## src/rtl/lift_call_scheduler.sv

```systemverilog
// Hall-call scheduler: latches pending calls and issues them one at a time to the lift FSM
// in collective-sweep ring order (1U,2U,3U,4D,3D,2D), clearing each when the lift reports done.
module lift_call_scheduler #(
  parameter int TW           = 8,
  parameter int DONE_TIMEOUT = 200
) (
  input  logic       clk,
  input  logic       rst,
  input  logic       call_valid,
  input  logic [2:0] call_code,
  output logic       req_valid,
  output logic [2:0] req_code,
  input  logic       req_ready,
  input  logic       done,
  output logic [5:0] pending,
  output logic       busy,
  output logic       call_err,
  output logic       timeout
);

  typedef enum logic [1:0] {
    S_IDLE  = 2'd0,
    S_ISSUE = 2'd1,
    S_WAIT  = 2'd2,
    S_CLEAR = 2'd3
  } state_t;

  localparam logic [TW-1:0] TIMER_LAST = TW'(DONE_TIMEOUT - 1);
  localparam logic [TW-1:0] TIMER_ONE  = TW'(1);

  // Call code -> pending bit; zero for the two invalid codes.
  function automatic logic [5:0] code_onehot(input logic [2:0] code);
    case (code)
      3'b001:  return 6'b000001;
      3'b010:  return 6'b000010;
      3'b011:  return 6'b000100;
      3'b110:  return 6'b001000;
      3'b111:  return 6'b010000;
      3'b100:  return 6'b100000;
      default: return 6'b000000;
    endcase
  endfunction

  function automatic logic [2:0] pos_code(input logic [2:0] pos);
    case (pos)
      3'd0:    return 3'b001;
      3'd1:    return 3'b010;
      3'd2:    return 3'b011;
      3'd3:    return 3'b100;
      3'd4:    return 3'b111;
      3'd5:    return 3'b110;
      default: return 3'b000;
    endcase
  endfunction

  function automatic logic [2:0] code_pos(input logic [2:0] code);
    case (code)
      3'b001:  return 3'd0;
      3'b010:  return 3'd1;
      3'b011:  return 3'd2;
      3'b100:  return 3'd3;
      3'b111:  return 3'd4;
      3'b110:  return 3'd5;
      default: return 3'd0;
    endcase
  endfunction

  state_t        state_q, state_d;
  logic          req_valid_q, req_valid_d;
  logic [2:0]    req_code_q, req_code_d;
  logic [5:0]    pending_q, pending_d;
  logic          busy_q, busy_d;
  logic          call_err_q, call_err_d;
  logic          timeout_q, timeout_d;
  logic [TW-1:0] timer_q, timer_d;
  logic [2:0]    ptr_q, ptr_d;
  logic          sel_found_s;
  logic [2:0]    sel_pos_s;

  // Ring search: first pending call strictly after ptr, ptr's own position tested last.
  always_comb begin : ring_select
    logic [2:0] pos;
    sel_found_s = 1'b0;
    sel_pos_s   = 3'd0;
    pos         = ptr_q;
    for (int k = 0; k < 6; k++) begin
      pos = (pos == 3'd5) ? 3'd0 : pos + 3'd1;
      if (!sel_found_s && ((pending_q & code_onehot(pos_code(pos))) != 6'b000000)) begin
        sel_found_s = 1'b1;
        sel_pos_s   = pos;
      end else begin
        sel_found_s = sel_found_s;
      end
    end
  end

  // Next-state logic for the FSM, pending register and pulse outputs.
  always_comb begin
    state_d     = state_q;
    req_valid_d = req_valid_q;
    req_code_d  = req_code_q;
    timer_d     = timer_q;
    ptr_d       = ptr_q;
    timeout_d   = 1'b0;
    call_err_d  = call_valid && (code_onehot(call_code) == 6'b000000);
    pending_d   = call_valid ? (pending_q | code_onehot(call_code)) : pending_q;

    case (state_q)
      S_IDLE: begin
        if (sel_found_s) begin
          req_code_d  = pos_code(sel_pos_s);
          req_valid_d = 1'b1;
          state_d     = S_ISSUE;
        end else begin
          state_d = S_IDLE;
        end
      end
      S_ISSUE: begin
        if (req_valid_q && req_ready) begin
          req_valid_d = 1'b0;
          timer_d     = '0;
          state_d     = S_WAIT;
        end else begin
          state_d = S_ISSUE;
        end
      end
      S_WAIT: begin
        if (done) begin
          state_d = S_CLEAR;
        end else if (timer_q == TIMER_LAST) begin
          // Abandon: pending bit and ptr stay, so the same call is picked again.
          timeout_d = 1'b1;
          state_d   = S_IDLE;
        end else begin
          timer_d = timer_q + TIMER_ONE;
        end
      end
      S_CLEAR: begin
        // Clearing after the OR absorbs a repeat call for the served button.
        pending_d = pending_d & ~code_onehot(req_code_q);
        ptr_d     = code_pos(req_code_q);
        state_d   = S_IDLE;
      end
      default: begin
        state_d     = S_IDLE;
        req_valid_d = 1'b0;
      end
    endcase

    busy_d = (state_d != S_IDLE);
  end

  // State and registered outputs.
  always_ff @(posedge clk or posedge rst) begin
    if (rst) begin
      state_q     <= S_IDLE;
      req_valid_q <= 1'b0;
      req_code_q  <= 3'b000;
      pending_q   <= 6'b000000;
      busy_q      <= 1'b0;
      call_err_q  <= 1'b0;
      timeout_q   <= 1'b0;
      timer_q     <= '0;
      ptr_q       <= 3'd5;
    end else begin
      state_q     <= state_d;
      req_valid_q <= req_valid_d;
      req_code_q  <= req_code_d;
      pending_q   <= pending_d;
      busy_q      <= busy_d;
      call_err_q  <= call_err_d;
      timeout_q   <= timeout_d;
      timer_q     <= timer_d;
      ptr_q       <= ptr_d;
    end
  end

  assign req_valid = req_valid_q;
  assign req_code  = req_code_q;
  assign pending   = pending_q;
  assign busy      = busy_q;
  assign call_err  = call_err_q;
  assign timeout   = timeout_q;

endmodule
```

## config.mk

```make
export PLATFORM = sky130hd
export DESIGN_NAME = lift_call_scheduler
export DESIGN_NICKNAME = d
export VERILOG_FILES = /design/src/rtl/lift_call_scheduler.sv
export SDC_FILE = /design/constraint.sdc
export NUM_CORES = 1
export LEC_CHECK = 0
export ABC_AREA = 0
export CAP_MARGIN = 10
export CORE_UTILIZATION = 57
export DETAILED_ROUTE_END_ITERATION = 6
export PLACE_DENSITY = 0.85
export SLEW_MARGIN = 20
export SYNTH_ARGS = -nofsm -noshare
export SYNTH_HDL_FRONTEND = slang
export SYNTH_SLANG_ARGS = --single-unit
export TNS_END_PERCENT = 10
```

## constraint.sdc

```tcl
create_clock -name clk -period 3.65 [get_ports clk]
set_input_delay 0.73 -clock clk [delete_from_list [all_inputs] [get_ports clk]]
set_output_delay 0.73 -clock clk [all_outputs]
set_load 0.02 [all_outputs]
```

==> results by group <==
Status
  – Status: finished clean

Min path
  – Worst min-delay path class: register to register
  – Min-Delay Endpoint: timer_q[0]$_DFFE_PP0P_
  – Hold path cells: 1
  – Hold_sp: timer_q[0]$_DFFE_PP0P_

Yosys
  – Biggest area consumer among synthesized cells: dfrtp_1
  – Mapped Area: 0.00207 mm2
  – FF+latch count, synth: 26
  – Post-synth top flop: dfrtp_1
  – YS warnings: 0
  – Sequential-to-total area share from yosys stat: 31.5%
  – Synth async-reset ratio: 100%
  – Syn_area_per_cell: 8.59 um2
  – Share of the synthesized area in the top cell type: between 20% and 30%
  – Post-synth EDFFs: 0
  – Count leader, synth: dfrtp_1
  – Synth top cells by count: dfrtp_1 (24), nand2_1 (23), nor2_1 (23)
  – Top cells by area, synth: dfrtp_1 (29%), nand2_1 (4.2%), nor2_1 (4.2%)
  – Mapped Cells: 241
  – Count of different cell masters after synthesis: 67
  – Syn Nets: approximately 250

Critical path
  – CP required: just under 4000 ps
  – Peak fanout along the critical path: 13
  – Crit path launch type: register
  – Worst Setup End Kind: register
  – RR Startpoint: ptr_q[0]$_DFFE_PP1N_
  – CP Data Arrival Time: 3630 ps
  – Crit Path Category: register to register
  – Reg2reg end: req_code[2]$_DFFE_PP0P_
  – Worst R2R Setup Slack: roughly 240 ps
  – R2r worst-path depth: 12

Clock network
  – CTS H-tree depth: 1
  – CTS tree: yes
  – Num CTS Buffers: 3
  – Clock-pin slew of the registers on the worst-case setup and hold paths: 150 ps
  – Root Buffer Master: clkbuf_4
  – Resize count post-CTS: 0
  – Max clock buf depth: 2
  – Latest clock arrival within the worst-skew pair: about 320 ps
  – Post-CTS Setup Bufs: 0
  – CTS hold repair buffers: 0
  – CTS sink count: 26

Drt
  – Remaining DRCs: 0
  – Drt initial violations: 212
  – Antenna-violating nets left: 0
  – DRT Wirelength: between 4 and 5 mm
  – WL per Instance: about 16 um
  – Vias per cell: around 6.5
  – Via count: 1,970
  – Drt pass-1 iters: 5

Timing
  – Clk_skew: 6.87 ps
  – Final Hold Viols: 0
  – Max Freq: 294 MHz
  – Final Setup Violations: 0
  – Final hold slack: ~520 ps
  – Slew Viols, Final: 0
  – Setup TNS: 0 ps
  – Slew margin rel.: 37.3%
  – Slew @ Worst Pin: 934 ps
  – Crit share post-route: 93.3%
  – RSZ-0062 raised after global routing: false
  – Tmin final: 3410 ps

Place
  – Port buffer count: 20
  – DP Area: 0.00230 mm2
  – Routability cong.: 0.940
  – HPWL Detailed: 3.58 mm

Job
  – Max-Cap Viols: 0

Die
  – # rows: 21
  – Core area: 0.00342 mm2
  – Die area: 0.00388 mm2
  – Die height: 62.3 um
  – Die X-Extent: 62.3 um
  – Ports: 21
  – Initial Utilization: 60.6%

Final layout
  – Diodes inserted: 0
  – Final Util: around 70%
  – Ratio of cells with drive above 1 in the final layout: around 11%
  – Post-Layout Inst Area: 0.00234 mm2
  – Final #Nets: 270
  – Area grow syn2layout: 12.9%

Global routing
  – Total gr overflow: 0
  – First-pass GRT wire length: 8.69 mm
  – Vias in the first global route: around 1.8k
  – Global-route usage over all layers: 27.7%
  – Largest net degree at the start of global routing: 29
  – Initial antenna violation count: 0
-- worst max-delay path, cell delays in order (launching register included) --
cell       delay, ps
dfstp_2          630
and3b_1          240
a21oi_1           80
ha_2             450
or4b_1           490
o311ai_2         120
a2bb2oi_2        130
a211oi_4         310
o41ai_1          150
a211oi_2         400
nor2_1            80
mux2i_1          150
o21ai_1           70
-- cell families after synthesis --
family                     share of synthesized area [%]
buffers and inverters                               5.56
AOI/OAI and AO/OA                                   27.7
DFF                                                 31.5
xor gates and xnor gates                            2.96
muxes                                               4.53
adders and majority gates                           1.21
and+or+nand+nor                                     26.5
-- layout by cell type (no fill, tap or decap), drive strengths merged, types with 8 or more instances in the layout --
| cell | Yosys | final |
|---|---|---|
| dfrtp | 24 | 24 |
| nor2 | 24 | 24 |
| o21ai | 24 | 24 |
| nand2 | 23 | 23 |
| clkdlybuf4s50 | 0 | 20 |
| a31oi | 11 | 11 |
| a21oi | 10 | 10 |
| inv | 9 | 8 |
-- stage by stage --
stage,worst slack [ps],instances
CTS,250,305
floorplan,432,241
global placement,356,301
finish,245,305
detailed placement,292,301
global route,59.1,305
-- area by class of cell --
class / instances / area, um2
clock buffer: 4 / 36.3
multi-input combinational: 193 / 1310
inverter: 9 / 33.8
tap: 46 / 57.6
timing repair buffer: 27 / 253
fill: 279 / 1080
sequential: 26 / 653
-- how the worst max path moves through the flow --
stage / from / end / slack (ps) / cells past startpoint
after floorplan: ptr_q[2]$_DFFE_PP1N_ / req_code[1]$_DFFE_PP0P_ / 430 / 15
after global placement: ptr_q[0]$_DFFE_PP1N_ / req_code[2]$_DFFE_PP0P_ / 360 / 12
after detailed placement: ptr_q[0]$_DFFE_PP1N_ / req_code[2]$_DFFE_PP0P_ / 290 / 12
after CTS: ptr_q[0]$_DFFE_PP1N_ / req_code[2]$_DFFE_PP0P_ / 250 / 12
after global routing: ptr_q[0]$_DFFE_PP1N_ / req_code[2]$_DFFE_PP0P_ / 60 / 12
final: ptr_q[0]$_DFFE_PP1N_ / req_code[2]$_DFFE_PP0P_ / 240 / 12
-- state kept, by name, summed over array words and instances (netlist names) --
signal     flops
timer_q        8
pending        6
ptr_q          3
req_code       3
state_q        2
busy           1
call_err       1
req_valid      1
timeout        1
-- routing by layer --
metal	global-route usage [%]	wire length, um
met5	0	0
met4	9.59	105
met3	2.94	399
met2	41.6	2210
met1	41.4	2280
Power is not shown: default switching activity piles up to over one toggle a cycle in this logic, so the estimate is an artifact.
